`src/rtl/irq_rr_arbiter_pkg.sv`:
```
// Shared constants and state type for the round-robin interrupt arbiter.
package irq_pkg;

    localparam int IRQ_NUM  = 32;
    localparam int IRQ_ID_W = 5;

    typedef enum logic [1:0] {
        IDLE,
        REQ,
        SERV
    } irq_state_t;

endpackage

```
`src/rtl/irq_rr_arbiter_if.sv`:
```
// Request/acknowledge/completion bundle between the interrupt arbiter and the core/CSR side.
interface irq_rr_arbiter_if;
    import irq_pkg::*;

    logic [IRQ_NUM-1:0] int_req_i;
    logic [IRQ_NUM-1:0] mie_i;
    logic               int_ack_i;
    logic               INT_RST_i;
    logic               INT_o;
    logic [IRQ_NUM-1:0] mcause_o;
    logic [IRQ_NUM-1:0] int_fin_o;
    logic               busy_o;

    // Core / CSR side drives requests and handshakes, observes the arbiter outputs.
    modport master (
        output int_req_i, mie_i, int_ack_i, INT_RST_i,
        input  INT_o, mcause_o, int_fin_o, busy_o
    );

    modport slave (
        input  int_req_i, mie_i, int_ack_i, INT_RST_i,
        output INT_o, mcause_o, int_fin_o, busy_o
    );

endinterface

```
`src/rtl/irq_rr_arbiter_rr_find_first.sv`:
```
// Rotating priority encoder: index of the first set bit of vec_i at or after start_i, wrapping at the top.
module rr_find_first
    import irq_pkg::*;
(
    input  logic [IRQ_NUM-1:0]  vec_i,
    input  logic [IRQ_ID_W-1:0] start_i,
    output logic                found_o,
    output logic [IRQ_ID_W-1:0] idx_o
);

    // NOTE: every output gets a default before the loop so no path leaves it unassigned (no latch).
    always_comb begin
        logic [IRQ_ID_W-1:0] k;
        found_o = 1'b0;
        idx_o   = '0;
        k       = '0;
        // Walk from the farthest offset down so the nearest hit to start_i is written last.
        for (int j = IRQ_NUM - 1; j >= 0; j--) begin
            k = start_i + IRQ_ID_W'(j);
            if (vec_i[k]) begin
                found_o = 1'b1;
                idx_o   = k;
            end
        end
    end

endmodule

```
`src/rtl/irq_rr_arbiter.sv`:
```
// Round-robin interrupt arbiter: grants one enabled pending source, waits for ack, then for handler completion.
module irq_rr_arbiter
    import irq_pkg::*;
(
    input  logic             clk_i,
    input  logic             rst_i,
    irq_rr_arbiter_if.slave  bus
);

    logic [IRQ_NUM-1:0]  pend;
    logic [IRQ_ID_W-1:0] search_start;
    logic                win_found;
    logic [IRQ_ID_W-1:0] win_idx;

    irq_state_t          state_q;
    logic [IRQ_ID_W-1:0] id_q;
    logic [IRQ_ID_W-1:0] ptr_q;
    logic                int_q;
    logic [IRQ_NUM-1:0]  fin_q;

    assign pend         = bus.int_req_i & bus.mie_i;
    assign search_start = ptr_q + IRQ_ID_W'(1);

    rr_find_first u_find (
        .vec_i   (pend),
        .start_i (search_start),
        .found_o (win_found),
        .idx_o   (win_idx)
    );

    // NOTE: sequential state uses non-blocking assignments; the fin_q default below is overridden by a later bit write.
    always_ff @(posedge clk_i or posedge rst_i) begin
        if (rst_i) begin
            state_q <= IDLE;
            id_q    <= '0;
            ptr_q   <= '1;
            int_q   <= 1'b0;
            fin_q   <= '0;
        end else begin
            fin_q <= '0;
            case (state_q)
                IDLE: begin
                    if (win_found) begin
                        id_q    <= win_idx;
                        int_q   <= 1'b1;
                        state_q <= REQ;
                    end
                end
                REQ: begin
                    // Ack takes priority over a request withdrawn in the same cycle.
                    if (bus.int_ack_i) begin
                        int_q   <= 1'b0;
                        state_q <= SERV;
                    end else if (!pend[id_q]) begin
                        int_q   <= 1'b0;
                        state_q <= IDLE;
                    end
                end
                SERV: begin
                    if (bus.INT_RST_i) begin
                        fin_q[id_q] <= 1'b1;
                        ptr_q       <= id_q;
                        state_q     <= IDLE;
                    end
                end
                default: begin
                    int_q   <= 1'b0;
                    state_q <= IDLE;
                end
            endcase
        end
    end

    assign bus.INT_o     = int_q;
    assign bus.mcause_o  = {{(IRQ_NUM - IRQ_ID_W){1'b0}}, id_q};
    assign bus.int_fin_o = fin_q;
    assign bus.busy_o    = (state_q != IDLE);

endmodule

```
`src/flat_wrapper.sv`:
```
// flat-port wrapper written by rule: the top's interface ports become plain ports
module irq_rr_arbiter_flat import irq_pkg::*;
  (clk_i, rst_i, bus_int_req_i, bus_mie_i, bus_int_ack_i, bus_INT_RST_i, bus_INT_o, bus_mcause_o, bus_int_fin_o, bus_busy_o);
  irq_rr_arbiter_if bus_i ();
  input  logic clk_i;
  input  logic rst_i;
  input wire logic [$bits(bus_i.int_req_i)-1:0] bus_int_req_i;
  input wire logic [$bits(bus_i.mie_i)-1:0] bus_mie_i;
  input wire logic [$bits(bus_i.int_ack_i)-1:0] bus_int_ack_i;
  input wire logic [$bits(bus_i.INT_RST_i)-1:0] bus_INT_RST_i;
  output wire logic [$bits(bus_i.INT_o)-1:0] bus_INT_o;
  output wire logic [$bits(bus_i.mcause_o)-1:0] bus_mcause_o;
  output wire logic [$bits(bus_i.int_fin_o)-1:0] bus_int_fin_o;
  output wire logic [$bits(bus_i.busy_o)-1:0] bus_busy_o;
  assign bus_i.int_req_i = bus_int_req_i;
  assign bus_i.mie_i = bus_mie_i;
  assign bus_i.int_ack_i = bus_int_ack_i;
  assign bus_i.INT_RST_i = bus_INT_RST_i;
  assign bus_INT_o = bus_i.INT_o;
  assign bus_mcause_o = bus_i.mcause_o;
  assign bus_int_fin_o = bus_i.int_fin_o;
  assign bus_busy_o = bus_i.busy_o;
  irq_rr_arbiter u_core (.clk_i(clk_i), .rst_i(rst_i), .bus(bus_i));
endmodule
```
`config.mk`:
```
export PLATFORM = sky130hd
export DESIGN_NAME = irq_rr_arbiter_flat
export DESIGN_NICKNAME = d
export VERILOG_FILES = /design/src/rtl/irq_rr_arbiter_pkg.sv /design/src/rtl/irq_rr_arbiter_if.sv /design/src/rtl/irq_rr_arbiter_rr_find_first.sv /design/src/rtl/irq_rr_arbiter.sv /design/src/flat_wrapper.sv
export SDC_FILE = /design/constraint.sdc
export NUM_CORES = 1
export LEC_CHECK = 0
export CAP_MARGIN = 0
export CORE_UTILIZATION = 50
export DETAILED_ROUTE_END_ITERATION = 7
export DONT_BUFFER_PORTS = 1
export SLEW_MARGIN = 20
export SYNTH_ARGS = -nofsm -noshare
export SYNTH_HDL_FRONTEND = slang
export SYNTH_SLANG_ARGS = --single-unit
export TNS_END_PERCENT = 100
```
`constraint.sdc`:
```
create_clock -name clk_i -period 9.3 [get_ports clk_i]
set_input_delay 1.86 -clock clk_i [delete_from_list [all_inputs] [get_ports clk_i]]
set_output_delay 1.86 -clock clk_i [all_outputs]
set_load 0.02 [all_outputs]
```
**After elaboration in Yosys (flattened, before gate mapping)**

Cells that the tools add are included.

- Bits in registers: 45
- Input bits: 68
- Output and inout bits: 66
- Logic and storage cells: 228

- $add $sub $neg: 32
- $lt $le $gt $ge: 34
- Equal/unequal tests: 5
- Multiplexer cells: 143
- Bitwise operators: 2
- Reductions and logical operators: 7

Operator list:

| kind | count |
|---|---|
| $lt A5 B6 Y1 const B | 33 |
| $bmux W1 S5 | 33 |
| $mux W5 | 32 |
| $add A5 B5 Y5 const B | 16 |
| $mux W1 | 69 |
| $mux W32 | 2 |
| $add A5 B4 Y5 const B | 8 |
| $and A32 B32 Y32 | 1 |
| $add A5 B3 Y5 const B | 4 |
| $add A5 B1 Y5 const B | 2 |
| $add A5 B2 Y5 const B | 2 |
| $mux W2 | 4 |
| $pmux W2 S3 | 1 |
| $reduce_and A3 Y1 | 2 |
| $demux W1 S5 | 1 |
| $ge A5 B1 Y1 const B | 1 |
| $ne A2 B2 Y1 const B | 2 |
| $reduce_and A2 Y1 | 2 |
| $ne A3 B3 Y1 const B | 1 |
| $pmux W1 S3 | 1 |
| $eq A2 B1 Y1 const B | 1 |
| $eq A2 B2 Y1 const B | 1 |
| $logic_not A2 Y1 | 1 |
| $reduce_bool A2 Y1 | 1 |
| 2 further kinds | 2 |

**Longest topological paths before layout**

Gate-level depths: netlist of the first run.

- Depth in word-level cells: 38
- Mapped depth: 20
- Gate-level depth less buffers: 15

**Modules after synthesis**

Synthesis of the first run repeated with hierarchy kept, for this count alone.

- Cells, all modules: 903
- Area, all modules: 8107.8 um2

By module, submodules not included:

| module | times used | cells each | area each (um2) | seq. area each (um2) |
|---|---|---|---|---|
| rr_find_first | 1 | 673 | 5751.8 | 0.0 |
| irq_rr_arbiter | 1 | 230 | 2356.0 | 1132.3 |

**Worst setup path before layout of the first run**

No wires, ideal clock.

- Path kind: reg-to-reg
- From: register u_core.ptr_q[0]
- To: register u_core.id_q[1]
- Setup time: 0.136 ns
- Arrival time: 4.626 ns
- Required time: 9.164 ns
- Slack: 4.538 ns
- Stages on the path, launching flop included: 19
- Buffers on the path: 6
- Clock period less this slack: 4.762 ns
- Cells stage by stage: dfstp_2 buf_2 buf_6 inv_2 buf_2 clkbuf_1 ha_1 buf_2 buf_2 mux4_2 mux2i_1 o21ai_1 o22ai_1 nand2_1 mux2_1 nand3_1 or4_1 nor4_1 a21oi_1

- Word-level cells in the longest chain between the ends: 37
- Elaborated cells between the ends (all ways): 161
- Classes of those cells: 32 x add/sub; 128 x mux; 1 x reduce/logical

RTL lines:

| item | RTL line | RTL |
|---|---|---|
| start, declared | irq_rr_arbiter.sv:17 | `logic [IRQ_ID_W-1:0] ptr_q;` |
| start signal, assigned | irq_rr_arbiter.sv:62 | `ptr_q <= id_q;` |
| $add A5 B1 Y5 (*) | irq_rr_arbiter.sv:22 | `assign search_start = ptr_q + IRQ_ID_W'(1);` |
| $add A5 B5 Y5 | irq_rr_arbiter_rr_find_first.sv:19 | `k = start_i + IRQ_ID_W'(j);` |
| $bmux W1 S5 | irq_rr_arbiter_rr_find_first.sv:20 | `if (vec_i[k]) begin` |
| $mux W1 (not written as such) | irq_rr_arbiter_rr_find_first.sv:20 |  |
| $mux W1 (32 in a row) | irq_rr_arbiter_rr_find_first.sv:20 |  |
| $reduce_and A2 Y1 (no line) | n/a |  |
| end signal, assigned | irq_rr_arbiter.sv:44 | `id_q <= win_idx;` |
| end, declared | irq_rr_arbiter.sv:16 | `logic [IRQ_ID_W-1:0] id_q;` |

Mark *: on every way between the ends. The rest lies on a longest branch, timed or not. The select of a mux whose other input is x is not followed.
A chain may end at the register's enable or synchronous reset.

**Final worst setup path of the first run**

- From: register u_core.ptr_q[0]
- To: register u_core.id_q[0]

The elaborated chain is that of the path after synthesis.

==> results.md, run 1 <==
* Fin Clk Skew at 0.00840 ns
* Post-CTS resize count at 0
* Reg2Reg Capture Point: u_core.id_q[0]$_DFFE_PP0P_
* WS Path Type: reg2reg
* R2R setup slack at 3.31 ns
* Full die area at 16,400 sq um
* H-Tree Depth at 2
* Final Critical Period at 5.99 ns
* Clock root cell: clkbuf_16
* CP arrival at 6.15 ns
* Starting Density at 0.518
* Worst r2r src: u_core.ptr_q[0]$_DFFE_PP1P_
* Compound-Gate Fraction of Synth Area at 0.215
* Measured slew at the worst slew-check pin at 1.09 ns
* Area grow syn2layout at 2.29%
* I/O Buffers at 0
* Syn avg cell area at 8.38 sq um
* DR vias at 8,238
* Post-synthesis adder-cell area fraction at 0.00943
* Total congestion overflow at 0
* Multi-input logic area at 6360 sq um
* Most common cell in the synthesized netlist: nand2_1
* Distinct cells, synth at 90
* Gate Count Post-Synth at 951
* Post-synth top area cell: mux4_2
* Storage element area at 1130 sq um
* Worst hold stages at 2
* Number of synthesis warnings at 0
* Worst path required time at 9.46 ns
* Largest net degree at the start of global routing at 73
* Min-delay src: u_core.ptr_q[1]$_DFFE_PP1P_
* DRC violations left at 0
* Register area share after synthesis at 0.142
* Num CTS Buffers at 5
* WL per Instance at 27.4 microns
* Synthesized cell area at 7970 sq um
* Routed wire length at 30,900 microns
* Highest Clock Rate at 0.167 GHz
* Tightest Hold Check Type: reg2reg
* Final TNS setup at 0 ns
* First-pass GRT wire length at 46,400 microns
* Setup-failing EPs final at 0
* Max-cap viol count at 0
* Crit Path Max Fanout at 72
* Largest family of logic cells by synthesized area: multiplexers
* Mux cell area share after synthesis at 0.315
* Max-slew headroom at 0.249
* Synth area leaders: mux4_2, dfrtp_1, mux2i_1, nand2_1, nor2_1
* Worst hold endpoint: u_core.ptr_q[1]$_DFFE_PP1P_
* Number of flops mapped to enable cells by yosys at 0
* Clk sinks at 45
* Setup bufs post-CTS at 0
* Rows at 45
* Period Utilization, post-route at 0.644
* Crit. End Element: flip-flop
* CTS Buffer Depth at 2
* Die height at 128 microns
* Vias in the first global route at 7,481
* I/O pins at 134
* Antenna violation net count after detailed routing at 0
* Nets@finish at 988
* Slew Limit Fails at 0
* Final HPWL DP at 24,200 microns
* Synth Area in Simple Gates at 0.190
* ANT cells at 0
* Top FF cell, synth: dfrtp_1
* Status: complete, no violations
* CTS tree: built
* Core ar. at 15,400 sq um
* RSZ-0062 raised after global routing: false
* Synth cell count leaders: nand2_1, nor2_1, mux2i_1, mux4_2, o21ai_0
* First DRT Iteration DRCs at 1,223
* Die width at 128 microns
* R2r worst-path depth at 15
* Drt pass-1 iters at 6
* Fillers at 1,434
* Area fraction of the dominant cell type after synthesis at 0.178
* Clk_lat worst skew at 0.29 ns
* Vias per cell at 7.32
* CP Launch Type: flip-flop
* Antenna violations before repair at 0
* FFs w/ async S/R, synth at 1.00
* RD Place Congestion at 1.04
* Share of post-route cells with drive strength above 1 at 0.153
* GRT Util Overall at 0.380
* Number of synthesized register bits at 45
* Reg clk slew, reported paths at 0.06 ns
* Xor/xnor share of the synthesized area at 0.0525
* Count of final hold-check violations at 0
* # hold bufs at CTS at 0
-- worst max-delay path, stage by stage (launching register included) --
cell	delay, ns
dfstp_2	0.54
buf_4	0.57
and3_1	0.32
xnor2_2	0.12
buf_4	0.37
inv_2	0.32
ha_1	0.46
nor2b_1	0.22
xnor2_1	0.67
mux4_2	0.52
or2_1	0.30
or3b_1	0.43
nor4_2	0.16
a31o_2	0.42
a311oi_1	0.10
a32o_1	0.31
-- state kept, by name, indices dropped and copies added, names as in the netlist --
signal	flops
u_core.bus.int_fin_o	32
u_core.id_q	5
u_core.ptr_q	5
u_core.state_q	2
u_core.bus.INT_o	1
-- cells in the final DEF (no fill, tap or decap), types with 14 or more instances in the layout --
master / instances
a21oi_1: 45
buf_4: 16
conb_1: 27
dfrtp_1: 40
inv_1: 19
mux2_2: 20
mux2i_1: 79
mux4_2: 63
nand2_1: 107
nand3_1: 30
nor2_1: 104
nor3_1: 14
o21a_1: 19
o21ai_0: 62
xnor2_1: 23
-- worst max path at each step --
| stage | startpoint | end | slack (ns) | depth (start not counted) |
|---|---|---|---|---|
| final | u_core.ptr_q[0]$_DFFE_PP1P_ | u_core.id_q[0]$_DFFE_PP0P_ | 3.31 | 15 |
| after global routing | u_core.ptr_q[0]$_DFFE_PP1P_ | u_core.id_q[1]$_DFFE_PP0P_ | 2.95 | 16 |
| after CTS | u_core.ptr_q[0]$_DFFE_PP1P_ | u_core.id_q[0]$_DFFE_PP0P_ | 3.47 | 15 |
| after detailed placement | u_core.ptr_q[0]$_DFFE_PP1P_ | u_core.id_q[0]$_DFFE_PP0P_ | 3.48 | 15 |
| after global placement | u_core.ptr_q[0]$_DFFE_PP1P_ | u_core.id_q[3]$_DFFE_PP0P_ | 3.58 | 13 |
| after floorplan | u_core.ptr_q[0]$_DFFE_PP1P_ | u_core.id_q[1]$_DFFE_PP0P_ | 4.54 | 18 |
-- per-layer routing --
metal,vias up,routed length (microns),track usage,part of all wire
met1,4008,12100,0.514,0.39
met5,-,0,0,0
li1,3505,-,-,-
met4,0,1730,0.184,0.056
met3,107,3450,0.0722,0.11
met2,618,13600,0.581,0.44
-- cells by family after synthesis --
kind of cell               after synthesis
buffers and inverters                  113
AOI/OAI and AO/OA                      254
adders and majority gates                6
DFF                                     45
and+or+nand+nor                        330
other                                    1
muxes                                  166
xor gates and xnor gates                36
-- cell type report --
class	instances	share of cell area
clock buffer	6	0.0158
clock inverter	2	0.00476
inverter	27	0.0131
multi-input combinational	819	0.780
sequential	45	0.139
tap	211	0.0324
timing repair buffer	16	0.0147
-- through the flow --
| step | hold slack (ns) | setup WS (ns) | cells | cell area [sq um] | utilization |
|---|---|---|---|---|---|
| after floorplan | 0.455 | 4.54 | 977 | 8060 | - |
| after global placement | 0.480 | 3.58 | 1118 | 7970 | 0.519 |
| after detailed placement | 0.485 | 3.48 | 1118 | 7980 | 0.519 |
| after CTS | 0.493 | 3.47 | 1126 | 8150 | 0.530 |
| after global routing | 0.513 | 2.95 | 1126 | 8150 | 0.530 |
| final | 0.496 | 3.31 | 1126 | 8150 | 0.530 |
Power of run 1 is not shown: default switching activity piles up to over one toggle a cycle in this logic, so the estimate is an artifact.
==> run 2, diff against run 1 <==
Clock period 9.3 ns to 5.9 ns, I/O delays scaled along.
==> run 2 against run 1 <==
Register-to-register slack worse by 2.8 ns; via count up 0.34%; critical path depth down 2; die area stayed put; maximum frequency rose by 10%; clock skew shrank 0.0046 ns; highest routed layer unchanged; first-iteration DRC count is 9.2% lower.
==> results.md, run 2 (synthesis results as in run 1) <==
* Status: complete, no violations
* Die width at 128 microns
* Commonest non-fill, non-tap cell in the layout: nand2_1
* Crit. End Element: flip-flop
* WL per Instance at 26.9 microns
* H-Tree Depth at 2
* CP Launch Type: flip-flop
* Most common cell on crit path: mux2i_1
* Min-delay src: u_core.ptr_q[1]$_DFFE_PP1P_
* Most frequent cells in the layout: nand2_1, nor2_1, mux2i_1
* DR vias at 8,266
* Crit Path Max Fanout at 11
* Reg2Reg Capture Point: u_core.id_q[1]$_DFFE_PP0P_
* Drt pass-1 iters at 7
* R2r worst-path depth at 13
* Share of post-route cells with drive strength above 1 at 0.164
* Max-cap viol count at 0
* Clock root cell: clkbuf_16
* Worst r2r src: u_core.ptr_q[1]$_DFFE_PP1P_
* Critical Path Source: u_core.ptr_q[1]$_DFFE_PP1P_
* Routed wire length at 30,600 microns
* WS Path Type: reg2reg
* Worst hold stages at 2
* RSZ-0062 raised after global routing: false
* CTS tree: built
* ANT cells at 0
* I/O pins at 134
* Final Critical Period at 5.43 ns
* First-pass GRT wire length at 46,300 microns
* Worst path required time at 6.03 ns
* RD Place Congestion at 1.02
* Rows at 45
* CTS Buffer Depth at 2
* Max reg flops at 32
* Area grow syn2layout at 3.14%
* Worst hold endpoint: u_core.ptr_q[1]$_DFFE_PP1P_
* R2R setup slack at 0.47 ns
* Count of final hold-check violations at 0
* Max incr delay on CP at 0.86 ns
* Final HPWL DP at 24,100 microns
* Num CTS Buffers at 5
* Highest Clock Rate at 0.184 GHz
* Tightest Hold Check Type: reg2reg
* I/O Buffers at 0
* Max-slew headroom at 0.325
* Starting Density at 0.518
* Reg clk slew, reported paths at 0.06 ns
* Largest net degree at the start of global routing at 52
* Die height at 128 microns
* Measured slew at the worst slew-check pin at 1.01 ns
* Nets@finish at 1,002
* Clk_lat worst skew at 0.28 ns
* Final TNS setup at 0 ns
* CP arrival at 5.55 ns
* Antenna violations before repair at 0
* Antenna violation net count after detailed routing at 0
* Core ar. at 15,400 sq um
* Setup-failing EPs final at 0
* Total congestion overflow at 0
* GRT Util Overall at 0.376
* Setup bufs post-CTS at 0
* Vias per cell at 7.25
* Fin Clk Skew at 0.00380 ns
* Slowest cell on crit path: mux2i_1
* Period Utilization, post-route at 0.920
* Vias in the first global route at 7,664
* Slew Limit Fails at 0
* Post-CTS resize count at 0
* Critical path, cell by cell: ha_2 -> clkinv_1 -> xnor2_4 -> mux2i_1 -> mux2i_1 -> mux2i_1 -> buf_4 -> nor3_1 -> a31o_2 -> a2111oi_0 -> nor3_1 -> o311ai_0 -> a21oi_1
* DRC violations left at 0
* Clk sinks at 45
* First DRT Iteration DRCs at 1,110
* # hold bufs at CTS at 0
* Full die area at 16,400 sq um
run 2: through the flow:
stage	area [sq um]	cells	utilization	hold slack (ns)	setup slack, ns
5_1_grt	8220	1140	0.534	0.505	0.393
2_1_floorplan	8060	977	-	0.455	1.14
3_3_place_gp	8080	1132	0.526	0.473	0.698
6_report	8220	1140	0.534	0.495	0.474
3_5_place_dp	8080	1132	0.526	0.491	0.695
4_1_cts	8220	1140	0.534	0.499	0.666
run 2: critical path: cells and delay by family (launching register included):
kind	cells	cell delay, ns
flip-flops	1	0.56
AO/OA/AOI/OAI	4	1.40
multiplexers	3	1.45
AND/OR/NAND/NOR	2	0.25
XOR/XNOR	1	0.62
buffers and inverters	2	0.60
adder cells (fa/ha/maj)	1	0.39
run 2: per-layer routing:
| metal | wire length, microns | GRT usage | vias up |
|---|---|---|---|
| met5 | 0 | 0 | - |
| met4 | 1510 | 0.167 | 0 |
| met3 | 3290 | 0.0751 | 125 |
| met2 | 13800 | 0.590 | 634 |
| met1 | 12000 | 0.499 | 3986 |
| li1 | - | - | 3521 |
run 2: cell type report:
cell class,instances,area [sq um]
multi-input combinational,819,6350
clock inverter,1,5.00
tap,211,264
sequential,45,1130
inverter,27,106
fill,1471,7160
clock buffer,7,133
timing repair buffer,30,225
run 2: how the worst max path moves through the flow:
stage	to	slack (ns)	cells after the start
global placement	u_core.id_q[1]$_DFFE_PP0P_	0.70	13
floorplan	u_core.id_q[1]$_DFFE_PP0P_	1.14	18
CTS	u_core.id_q[1]$_DFFE_PP0P_	0.67	13
detailed placement	u_core.id_q[1]$_DFFE_PP0P_	0.70	13
global route	u_core.id_q[2]$_DFFE_PP0P_	0.39	15
finish	u_core.id_q[1]$_DFFE_PP0P_	0.47	13
Power of run 2 is left out for the same reason.
